## src/rtl/axi4_burst_master_if.sv

```systemverilog
// rtl/axi4_burst_master_if.sv - AXI4 read/write channel bundle for the burst master
interface axi4_burst_master_if;
    logic [31:0] araddr;
    logic [7:0]  arlen;
    logic [2:0]  arsize;
    logic [1:0]  arburst;
    logic [3:0]  arid;
    logic [1:0]  arlock;
    logic [3:0]  arcache;
    logic [2:0]  arprot;
    logic        arvalid;
    logic        arready;

    logic [3:0]  rid;
    logic [63:0] rdata;
    logic [1:0]  rresp;
    logic        rlast;
    logic        rvalid;
    logic        rready;

    logic [31:0] awaddr;
    logic [7:0]  awlen;
    logic [2:0]  awsize;
    logic [1:0]  awburst;
    logic [3:0]  awid;
    logic [1:0]  awlock;
    logic [3:0]  awcache;
    logic [2:0]  awprot;
    logic        awvalid;
    logic        awready;

    logic [3:0]  wid;
    logic [63:0] wdata;
    logic [7:0]  wstrb;
    logic        wlast;
    logic        wvalid;
    logic        wready;

    logic [3:0]  bid;
    logic [1:0]  bresp;
    logic        bvalid;
    logic        bready;

    modport master (
        output araddr, arlen, arsize, arburst, arid, arlock, arcache, arprot, arvalid,
        input  arready,
        input  rid, rdata, rresp, rlast, rvalid,
        output rready,
        output awaddr, awlen, awsize, awburst, awid, awlock, awcache, awprot, awvalid,
        input  awready,
        output wid, wdata, wstrb, wlast, wvalid,
        input  wready,
        input  bid, bresp, bvalid,
        output bready
    );

    modport slave (
        input  araddr, arlen, arsize, arburst, arid, arlock, arcache, arprot, arvalid,
        output arready,
        output rid, rdata, rresp, rlast, rvalid,
        input  rready,
        input  awaddr, awlen, awsize, awburst, awid, awlock, awcache, awprot, awvalid,
        output awready,
        input  wid, wdata, wstrb, wlast, wvalid,
        output wready,
        output bid, bresp, bvalid,
        input  bready
    );
endinterface

```

## src/rtl/axi4_burst_master.sv

```systemverilog
// rtl/axi4_burst_master.sv - AXI4 master issuing INCR read bursts and single-beat writes
module axi4_burst_master #(
    parameter logic [3:0] AXI_ID = 4'd0
) (
    input  logic        aclk,
    input  logic        aresetn,
    input  logic        req_valid,
    output logic        req_ready,
    input  logic        req_write,
    input  logic [31:0] req_addr,
    input  logic [7:0]  req_len,
    input  logic [63:0] req_wdata,
    input  logic [7:0]  req_wstrb,
    output logic        resp_valid,
    output logic        resp_last,
    output logic [63:0] resp_rdata,
    output logic        resp_wdone,
    output logic        resp_err,
    axi4_burst_master_if.master axi
);

    typedef enum logic [2:0] {
        S_IDLE = 3'd0,
        S_AR   = 3'd1,
        S_RD   = 3'd2,
        S_AW_W = 3'd3,
        S_B    = 3'd4
    } state_t;

    state_t      state;
    state_t      state_nx;

    logic [31:0] addr_q;
    logic [7:0]  len_q;
    logic [63:0] wdata_q;
    logic [7:0]  wstrb_q;
    logic [7:0]  beat_cnt;
    logic        err_acc;
    logic        aw_done;
    logic        w_done;

    logic        accept;
    logic        ar_hs;
    logic        r_hs;
    logic        aw_hs;
    logic        w_hs;
    logic        b_hs;
    logic        last_exp;
    logic        rd_end;
    logic        beat_err;
    logic        b_err;

    assign accept   = (state == S_IDLE) && req_valid;
    assign ar_hs    = axi.arvalid && axi.arready;
    assign r_hs     = axi.rvalid && axi.rready;
    assign aw_hs    = axi.awvalid && axi.awready;
    assign w_hs     = axi.wvalid && axi.wready;
    assign b_hs     = axi.bvalid && axi.bready;
    // The beat counter only reaches len_q on the final beat, so len 255 never wraps early.
    assign last_exp = (beat_cnt == len_q);
    // An early rlast terminates the burst too; the rlast mismatch flags it as an error.
    assign rd_end   = r_hs && (axi.rlast || last_exp);
    assign beat_err = (axi.rresp != 2'b00) || (axi.rid != AXI_ID) || (axi.rlast != last_exp);
    assign b_err    = (axi.bresp != 2'b00) || (axi.bid != AXI_ID);

    assign axi.araddr  = addr_q;
    assign axi.arlen   = len_q;
    assign axi.arsize  = 3'd3;
    assign axi.arburst = 2'b01;
    assign axi.arid    = AXI_ID;
    assign axi.arlock  = 2'b00;
    assign axi.arcache = 4'd0;
    assign axi.arprot  = 3'd0;

    assign axi.awaddr  = addr_q;
    assign axi.awlen   = 8'd0;
    assign axi.awsize  = 3'd3;
    assign axi.awburst = 2'b01;
    assign axi.awid    = AXI_ID;
    assign axi.awlock  = 2'b00;
    assign axi.awcache = 4'd0;
    assign axi.awprot  = 3'd0;

    assign axi.wid     = AXI_ID;
    assign axi.wdata   = wdata_q;
    assign axi.wstrb   = wstrb_q;
    assign axi.wlast   = 1'b1;

    // State register; reset abandons any transaction in flight.
    always_ff @(posedge aclk) begin
        if (!aresetn) begin
            state <= S_IDLE;
        end else begin
            state <= state_nx;
        end
    end

    // Next-state selection from the current state and channel handshakes.
    always_comb begin
        state_nx = state;
        case (state)
            S_IDLE: if (req_valid) state_nx = req_write ? S_AW_W : S_AR;
            S_AR:   if (ar_hs) state_nx = S_RD;
            S_RD:   if (rd_end) state_nx = S_IDLE;
            S_AW_W: if ((aw_done || aw_hs) && (w_done || w_hs)) state_nx = S_B;
            S_B:    if (b_hs) state_nx = S_IDLE;
            default: state_nx = S_IDLE;
        endcase
    end

    // Handshake outputs decoded from state; AW and W each drop once their own beat is taken.
    always_comb begin
        req_ready   = 1'b0;
        axi.arvalid = 1'b0;
        axi.rready  = 1'b0;
        axi.awvalid = 1'b0;
        axi.wvalid  = 1'b0;
        axi.bready  = 1'b0;
        case (state)
            S_IDLE: req_ready   = 1'b1;
            S_AR:   axi.arvalid = 1'b1;
            S_RD:   axi.rready  = 1'b1;
            S_AW_W: begin
                axi.awvalid = !aw_done;
                axi.wvalid  = !w_done;
            end
            S_B:    axi.bready  = 1'b1;
            default: req_ready  = 1'b0;
        endcase
    end

    // Request capture and per-transaction bookkeeping (beat count, sticky error, AW/W done).
    always_ff @(posedge aclk) begin
        if (!aresetn) begin
            addr_q   <= 32'd0;
            len_q    <= 8'd0;
            wdata_q  <= 64'd0;
            wstrb_q  <= 8'd0;
            beat_cnt <= 8'd0;
            err_acc  <= 1'b0;
            aw_done  <= 1'b0;
            w_done   <= 1'b0;
        end else if (accept) begin
            addr_q   <= req_addr;
            len_q    <= req_len;
            wdata_q  <= req_wdata;
            wstrb_q  <= req_wstrb;
            beat_cnt <= 8'd0;
            err_acc  <= 1'b0;
            aw_done  <= 1'b0;
            w_done   <= 1'b0;
        end else begin
            if (r_hs) begin
                beat_cnt <= beat_cnt + 8'd1;
                err_acc  <= err_acc | beat_err;
            end
            if (aw_hs) aw_done <= 1'b1;
            if (w_hs)  w_done  <= 1'b1;
        end
    end

    // Client responses, registered one cycle after the AXI beat that produced them.
    always_ff @(posedge aclk) begin
        if (!aresetn) begin
            resp_valid <= 1'b0;
            resp_last  <= 1'b0;
            resp_rdata <= 64'd0;
            resp_wdone <= 1'b0;
            resp_err   <= 1'b0;
        end else begin
            resp_valid <= r_hs;
            resp_last  <= rd_end;
            resp_wdone <= b_hs;
            if (r_hs) resp_rdata <= axi.rdata;
            if (rd_end) begin
                resp_err <= err_acc | beat_err;
            end else if (b_hs) begin
                resp_err <= b_err;
            end else begin
                resp_err <= 1'b0;
            end
        end
    end

endmodule
```

## src/flat_wrapper.sv

```systemverilog
// flat-port wrapper written by rule: the top's interface ports become plain ports
module axi4_burst_master_flat 
#(
    parameter logic [3:0] AXI_ID = 4'd0
)
  (aclk, aresetn, req_valid, req_ready, req_write, req_addr, req_len, req_wdata, req_wstrb, resp_valid, resp_last, resp_rdata, resp_wdone, resp_err, axi_araddr, axi_arlen, axi_arsize, axi_arburst, axi_arid, axi_arlock, axi_arcache, axi_arprot, axi_arvalid, axi_arready, axi_rid, axi_rdata, axi_rresp, axi_rlast, axi_rvalid, axi_rready, axi_awaddr, axi_awlen, axi_awsize, axi_awburst, axi_awid, axi_awlock, axi_awcache, axi_awprot, axi_awvalid, axi_awready, axi_wid, axi_wdata, axi_wstrb, axi_wlast, axi_wvalid, axi_wready, axi_bid, axi_bresp, axi_bvalid, axi_bready);
  axi4_burst_master_if axi_i ();
  input  logic aclk;
  input  logic aresetn;
  input  logic req_valid;
  output logic req_ready;
  input  logic req_write;
  input  logic [31:0] req_addr;
  input  logic [7:0] req_len;
  input  logic [63:0] req_wdata;
  input  logic [7:0] req_wstrb;
  output logic resp_valid;
  output logic resp_last;
  output logic [63:0] resp_rdata;
  output logic resp_wdone;
  output logic resp_err;
  output wire logic [$bits(axi_i.araddr)-1:0] axi_araddr;
  output wire logic [$bits(axi_i.arlen)-1:0] axi_arlen;
  output wire logic [$bits(axi_i.arsize)-1:0] axi_arsize;
  output wire logic [$bits(axi_i.arburst)-1:0] axi_arburst;
  output wire logic [$bits(axi_i.arid)-1:0] axi_arid;
  output wire logic [$bits(axi_i.arlock)-1:0] axi_arlock;
  output wire logic [$bits(axi_i.arcache)-1:0] axi_arcache;
  output wire logic [$bits(axi_i.arprot)-1:0] axi_arprot;
  output wire logic [$bits(axi_i.arvalid)-1:0] axi_arvalid;
  input wire logic [$bits(axi_i.arready)-1:0] axi_arready;
  input wire logic [$bits(axi_i.rid)-1:0] axi_rid;
  input wire logic [$bits(axi_i.rdata)-1:0] axi_rdata;
  input wire logic [$bits(axi_i.rresp)-1:0] axi_rresp;
  input wire logic [$bits(axi_i.rlast)-1:0] axi_rlast;
  input wire logic [$bits(axi_i.rvalid)-1:0] axi_rvalid;
  output wire logic [$bits(axi_i.rready)-1:0] axi_rready;
  output wire logic [$bits(axi_i.awaddr)-1:0] axi_awaddr;
  output wire logic [$bits(axi_i.awlen)-1:0] axi_awlen;
  output wire logic [$bits(axi_i.awsize)-1:0] axi_awsize;
  output wire logic [$bits(axi_i.awburst)-1:0] axi_awburst;
  output wire logic [$bits(axi_i.awid)-1:0] axi_awid;
  output wire logic [$bits(axi_i.awlock)-1:0] axi_awlock;
  output wire logic [$bits(axi_i.awcache)-1:0] axi_awcache;
  output wire logic [$bits(axi_i.awprot)-1:0] axi_awprot;
  output wire logic [$bits(axi_i.awvalid)-1:0] axi_awvalid;
  input wire logic [$bits(axi_i.awready)-1:0] axi_awready;
  output wire logic [$bits(axi_i.wid)-1:0] axi_wid;
  output wire logic [$bits(axi_i.wdata)-1:0] axi_wdata;
  output wire logic [$bits(axi_i.wstrb)-1:0] axi_wstrb;
  output wire logic [$bits(axi_i.wlast)-1:0] axi_wlast;
  output wire logic [$bits(axi_i.wvalid)-1:0] axi_wvalid;
  input wire logic [$bits(axi_i.wready)-1:0] axi_wready;
  input wire logic [$bits(axi_i.bid)-1:0] axi_bid;
  input wire logic [$bits(axi_i.bresp)-1:0] axi_bresp;
  input wire logic [$bits(axi_i.bvalid)-1:0] axi_bvalid;
  output wire logic [$bits(axi_i.bready)-1:0] axi_bready;
  assign axi_araddr = axi_i.araddr;
  assign axi_arlen = axi_i.arlen;
  assign axi_arsize = axi_i.arsize;
  assign axi_arburst = axi_i.arburst;
  assign axi_arid = axi_i.arid;
  assign axi_arlock = axi_i.arlock;
  assign axi_arcache = axi_i.arcache;
  assign axi_arprot = axi_i.arprot;
  assign axi_arvalid = axi_i.arvalid;
  assign axi_i.arready = axi_arready;
  assign axi_i.rid = axi_rid;
  assign axi_i.rdata = axi_rdata;
  assign axi_i.rresp = axi_rresp;
  assign axi_i.rlast = axi_rlast;
  assign axi_i.rvalid = axi_rvalid;
  assign axi_rready = axi_i.rready;
  assign axi_awaddr = axi_i.awaddr;
  assign axi_awlen = axi_i.awlen;
  assign axi_awsize = axi_i.awsize;
  assign axi_awburst = axi_i.awburst;
  assign axi_awid = axi_i.awid;
  assign axi_awlock = axi_i.awlock;
  assign axi_awcache = axi_i.awcache;
  assign axi_awprot = axi_i.awprot;
  assign axi_awvalid = axi_i.awvalid;
  assign axi_i.awready = axi_awready;
  assign axi_wid = axi_i.wid;
  assign axi_wdata = axi_i.wdata;
  assign axi_wstrb = axi_i.wstrb;
  assign axi_wlast = axi_i.wlast;
  assign axi_wvalid = axi_i.wvalid;
  assign axi_i.wready = axi_wready;
  assign axi_i.bid = axi_bid;
  assign axi_i.bresp = axi_bresp;
  assign axi_i.bvalid = axi_bvalid;
  assign axi_bready = axi_i.bready;
  axi4_burst_master #(.AXI_ID(AXI_ID)) u_core (.aclk(aclk), .aresetn(aresetn), .req_valid(req_valid), .req_ready(req_ready), .req_write(req_write), .req_addr(req_addr), .req_len(req_len), .req_wdata(req_wdata), .req_wstrb(req_wstrb), .resp_valid(resp_valid), .resp_last(resp_last), .resp_rdata(resp_rdata), .resp_wdone(resp_wdone), .resp_err(resp_err), .axi(axi_i));
endmodule
```

## config.mk

```make
export PLATFORM = sky130hd
export DESIGN_NAME = axi4_burst_master_flat
export DESIGN_NICKNAME = d
export VERILOG_FILES = /design/src/rtl/axi4_burst_master_if.sv /design/src/rtl/axi4_burst_master.sv /design/src/flat_wrapper.sv
export SDC_FILE = /design/constraint.sdc
export NUM_CORES = 1
export LEC_CHECK = 0
export CELL_PAD_IN_SITES_DETAIL_PLACEMENT = 0
export CELL_PAD_IN_SITES_GLOBAL_PLACEMENT = 1
export CORE_AREA = 2 2 181 183
export CTS_CLUSTER_SIZE = 16
export DETAILED_ROUTE_END_ITERATION = 8
export DIE_AREA = 0 0 183 185
export PLACE_DENSITY = 0.88
export SLEW_MARGIN = 20
export SYNTH_ARGS = -nofsm -noshare
export SYNTH_HDL_FRONTEND = slang
export SYNTH_SLANG_ARGS = --single-unit
```

## constraint.sdc

```tcl
create_clock -name aclk -period 3.3 [get_ports aclk]
set_clock_uncertainty 0.05 [all_clocks]
set_input_delay 0.66 -clock aclk [delete_from_list [all_inputs] [get_ports aclk]]
set_output_delay 0.66 -clock aclk [all_outputs]
set_load 0.02 [all_outputs]
```

==> impl_results.md <==
* Ys flop type: dfxtp_1
* Met3 wire len at ~2.2 mm
* Ys Warns at 0
* Clock Latency Late Sink at 440 ps
* Routed Antenna Nets at 0
* Nets at between 1500 and 2000
* Final WS setup at just over 300 ps
* Worst EP arrival at about 2300 ps
* CP endpoint kind: primary output
* Post CTS Setup Buffer Count at 0
* Starting Density at 25.2%
* Critical Path Source Type: flop
* Slew headroom at between 50 and 60%
* I/O pins at 465
* Core Util, Final at between 30% and 40%
* Die Y at ~190 µm
* Register share of total power at 42.6%
* Row count at between 60 and 70
* Finished Cell Area at between 10000 and 15000 µm²
* Clk root buf: clkbuf_16
* Placed Area at between 10000 and 15000 µm²
* Worst slew pin tran at between 600 and 700 ps
* Residual DRC at 0
* RSZ-0062 raised after global routing: no
* Vias/cell at approximately 4.2
* Maximum number of pins on one net before global-route repair at 144
* Die Wd at 183 µm
* FMAX at roughly 330 MHz
* Via count at roughly 7300
* Core Area at 32000 µm²
* Dpl ws at 726 ps
* Post-CTS Hold Buffers at 0
* EDFF count, synth at 0
* CTS tree: built
* Net load switching power at approximately 1.8 mW
* Vias in the first global route at 7060
* H-tree depth at 4
* Clock power share at between 30% and 40%
* Final HPWL DP at approximately 19 mm
* Met2 Routed Length at between 10 and 15 mm
* Leak pwr at between 4 and 5 nW
* Syn Area/Cell at 8.38 µm²
* Clock transition at path regs at ~80 ps
* Final Hold Fails at 0
* Port Buffers at 415
* Gate power share at a little under a quarter
* Tcrit/Tclk final at 90.8%
* Mapped cell area at between 8000 and 9000 µm²
* Layout area overhead at 57.6%
* Initial antenna violation count at 0
* DR WL/cell at 15.3 µm
* GRT Total Usage at around 15%
* Detailed-routing wirelength on met1 at around 11 mm
* CTS sink cnt at 194
* Commonest cells after routing, fill and taps aside: clkdlybuf4s50_1, nand2_1, dfxtp_1
* CTS Buffer Depth at 2
* Num CTS Buffers at 17
* Total wire length at about 26 mm
* Top sig layer: met4
* Resized Gates After CTS at 0
* Status: finished, final reports clean
* First-pass GRT wire length at between 30 and 40 mm
* # setup viols final at 0
* Pins Over Slew Limit at 0
* Worst VDD drop at 0.307 mV
* DRT Pass-1 Iters at 4
* Crit path max fanout at 13
* Flops & latches, synth at between 150 and 200
* Async SR Flop Fraction at 0%
* Pint at between 4 and 5 mW
* Seq/Total Area, Yosys at between 40 and 50%
* Max Cap Viol at 0
* Worst Hold Class: reg -> reg
* Pwr Density at about 480 nW/µm²
* Unique cell type count in the Yosys netlist at 46
* Final Power at between 6 and 7 mW
* Final Wtd Congestion at 0.739
* Critical path class: reg -> out
* Net Sw Frac at between 30 and 40%
* Setup TNS at 0 ps
* Die area at ~34000 µm²
* Share of cells above drive strength 1 at 3.79%
* Worst Path Required at ~2600 ps
* Fillers at between 3000 and 4000
* DR iter-0 viols at about 200
* Commonest non-fill, non-tap cell in the layout: clkdlybuf4s50_1
* Post-synthesis cell count at between 900 and 1000
* Post-route minimum period at 3000 ps
* Diode count at 0
* GRT overflow at 0
-- critical path, stage by stage (launching register included) --
cell and delay (ps):
dfxtp_1 600, or3b_2 550, inv_1 70, clkdlybuf4s50_1 620
-- power by group through the flow --
stage               clock network [mW]  logic (mW)  registers (mW)
CTS                               2.22        1.41            2.60
finish                            2.11        1.38            2.60
global route                      2.30        1.50            2.62
detailed placement                   0        1.40            2.65
global placement                     0        1.39            2.65
floorplan                            0       0.579            2.81
-- layer usage --
layer | GRT usage [%] | vias up
li1 | - | 3671
met2 | 26.5 | 290
met4 | 4.74 | 0
met3 | 5.51 | 18
met5 | 0 | -
met1 | 17.3 | 3313
-- final timing paths --
kind | start | end | slack [ps] | depth (start not counted)
worst max-delay path | u_core.state[2] | axi_bready | 300 | 3
worst min-delay path | u_core.axi.wdata[8] | u_core.axi.wdata[8] | 400 | 2
worst max register to register | u_core.state[1] | u_core.beat_cnt[7] | 1180 | 3
worst min register to register | u_core.axi.wdata[8] | u_core.axi.wdata[8] | 400 | 2
-- sequential cells by signal, summed over array words and instances (netlist names), 3 cells and up --
name and cells:
u_core.beat_cnt 8, u_core.state 3, u_core.axi.arlen 8, u_core.resp_rdata 64
u_core.axi.araddr 32, u_core.axi.wdata 64, u_core.axi.wstrb 8
-- cells in the mapped netlist (all sizes together), types with 2 or more instances --
cell type	instances	area share (%)
or4	5	0.56
conb	2	0.093
dfxtp	194	48
nor4	5	0.39
inv	4	0.19
a211oi	2	0.19
xor2	8	0.87
a21o	2	0.19
nor2b	3	0.23
nand2b	2	0.15
o21ai	3	0.19
nand2	361	17
ha	2	0.31
nor3b	2	0.19
o31ai	5	0.46
clkbuf	36	1.7
nor2	11	0.51
a21oi	9	0.65
buf	110	9.5
a21boi	176	16
nand3	2	0.12
-- per-stage QoR --
stage | hold WS (ps) | cells
5_1_grt | 421 | 1727
3_3_place_gp | 390 | 1695
4_1_cts | 405 | 1727
2_1_floorplan | 414 | 1011
6_report | 403 | 1727
3_5_place_dp | 394 | 1695
-- cell families (layout without fill, tap and decap cells) --
group / count (synthesis) / after routing / share of synthesized area [%]
compound gates: 204 / 204 / 18.8
buf+inv: 150 / 458 / 11.4
other cells: 2 / 49 / 0.0929
mux: 1 / 1 / 0.139
flops: 194 / 194 / 48.1
xor+xnor: 9 / 9 / 0.976
simple gates: 402 / 402 / 20.3
fa+ha+maj: 2 / 2 / 0.310
-- area by class of cell --
cell class | count | area [µm²] | share of cell area (%)
repair buffers | 422 | 4250 | 33.4
flip-flops and latches | 194 | 3880 | 30.5
multi-input cells | 667 | 3470 | 27.3
well taps | 408 | 510 | 4.01
clock buffers | 17 | 425 | 3.34
clock inverters | 15 | 169 | 1.33
inverters | 4 | 15.0 | 0.118
No activity file was read; power rests on OpenSTA's default activity.
==> edit, RTL diff (same settings) <==
Put one more register stage on the output `resp_err`, without a reset. The value now appears one clock later. The other outputs are not delayed to match.
--- a/src/rtl/axi4_burst_master.sv
+++ b/src/rtl/axi4_burst_master.sv
@@ -26,6 +26,8 @@
         S_AW_W = 3'd3,
         S_B    = 3'd4
     } state_t;
+
+    logic resp_err_s0;
 
     state_t      state;
     state_t      state_nx;
@@ -166,20 +168,24 @@
             resp_last  <= 1'b0;
             resp_rdata <= 64'd0;
             resp_wdone <= 1'b0;
-            resp_err   <= 1'b0;
+            resp_err_s0 <= 1'b0;
         end else begin
             resp_valid <= r_hs;
             resp_last  <= rd_end;
             resp_wdone <= b_hs;
             if (r_hs) resp_rdata <= axi.rdata;
             if (rd_end) begin
-                resp_err <= err_acc | beat_err;
+                resp_err_s0 <= err_acc | beat_err;
             end else if (b_hs) begin
-                resp_err <= b_err;
+                resp_err_s0 <= b_err;
             end else begin
-                resp_err <= 1'b0;
+                resp_err_s0 <= 1'b0;
             end
         end
     end
 
+    always_ff @(posedge aclk) begin
+        resp_err <= resp_err_s0;
+    end
+
 endmodule
Check against the original RTL: not equivalent (Yosys sat finds a counterexample within 4 cycles, from zero or initial values and one cycle with aresetn low).
==> edit against the unedited design <==
  * Total power is 1.5% higher
  * Area after synthesis rose by 0.25%
  * Combinational power barely moved
  * Maximum frequency increased by 0.23%
  * Wire length increased by 2.6%
  * Global-route usage grew 0.26 points
  * Sequential cell count is 1 higher
  * Cell area rose by 0.27%
  * Count of clock-buffer cells in the layout stayed put
  * Cell count rose by 0.12%
  * Sequential share of layout area grew 0.073 points
  * Setup slack better by 0.0070 ns
  * Non-clock buffer count rose by 1
==> edit: results (changes against the unedited design) <==
set qor(use_met3_pct) 4.74 ;# was 5.51%
set qor(met2_resource_use_gr_pct) 27.6 ;# was 26.5%
set qor(critical_path.max_stage_delay_ns) 0.60 ;# was 0.62 ns
set qor(synth_sequential_area_ratio_pct) 48.2 ;# was 48.1%
set qor(dpl.hpwl_um) 19700 ;# was 19100 µm
set qor(power.share.switching_pct) 30.1 ;# was 30.3%
set qor(drive_gt1_share_pct) 3.86 ;# was 3.79%
set qor(rr_endpoint) {u_core.resp_rdata[34]} ;# was u_core.beat_cnt[7]
set qor(timing.hold.worst_path_depth) 0 ;# was 2
set qor(ys_top_cells_by_count) {361 x nand2_1, 195 x dfxtp_1, 97 x a21boi_0, 82 x buf_4, 79 x a21boi_1} ;# was 361 x nand2_1, 194 x dfxtp_1, 97 x a21boi_0, 82 x buf_4, 79 x a21boi_1
set qor(number_of_register_bits_inferred_by_synthesis) 195 ;# was 194
set qor(worst_slew_pin_slew_ns) 0.769 ;# was 0.662 ns
set qor(vdd_ir_drop_max_mv) 0.322 ;# was 0.307 mV
set qor(total_leakage_power_nw) 4.65 ;# was 4.63 nW
set qor(wirelength_met1_um) 11200 ;# was 10800 µm
set qor(met3_wirelength_um) 1880 ;# was 2250 µm
set qor(critical_path.reg2reg.startpoint) {u_core.state[0]} ;# was u_core.state[1]
set qor(cells_taking_the_most_area_after_synthesis) {dfxtp_1 48%, nand2_1 17%, a21boi_0 9.0%} ;# unchanged
set qor(hold_ws_ns) 0.287 ;# was 0.403 ns
set qor(num-fill-cells) 3219 ;# was 3234
set qor(run_status) {finished, final reports clean} ;# unchanged
set qor(layout.clock.cell_area_share_pct) 4.81 ;# was 4.67%
set qor(worstHoldStart) {u_core.resp_err_s0} ;# was u_core.axi.wdata[8]
set qor(met1_use_gr_pct) 17.6 ;# was 17.3%
set qor(gr-usage-all-layers_pct) 15.5 ;# was 15.2%
set qor(grt_max_degree) 140 ;# was 144
set qor(via_count_of_the_first_global_routing_pass) 6943 ;# was 7060
set qor(routed_wl_um) 27100 ;# was 26400 µm
set qor(first_iter_violations) 259 ;# was 201
-- edit: cell families (layout without fill, tap and decap cells) --
group,after synthesis,after routing,synth area share [%]
DFF,195,195,48.2
adders and majority gates,2,2,0.309
buffers and inverters,150,459,11.3
muxes,1,1,0.139
AOI/OAI and AO/OA,204,204,18.7
xor gates and xnor gates,9,9,0.973
and+or+nand+nor,402,402,20.3
other,2,49,0.0927
-- edit: worst max path at each step --
stage / end / slack [ns] / cells after the start
6_report: axi_bready / 0.31 / 3
5_1_grt: axi_bready / 0.14 / 3
3_5_place_dp: u_core.resp_rdata[12] / 0.60 / 6
3_3_place_gp: u_core.resp_rdata[45] / 0.68 / 6
4_1_cts: axi_bready / 0.27 / 3
2_1_floorplan: axi_rready / 1.30 / 2
-- edit: stage by stage --
stage	std cells	setup slack (ns)	area, µm²
2_1_floorplan	1012	1.30	8280
3_3_place_gp	1697	0.685	12200
3_5_place_dp	1697	0.596	12200
4_1_cts	1729	0.267	12800
5_1_grt	1729	0.143	12800
6_report	1729	0.311	12800
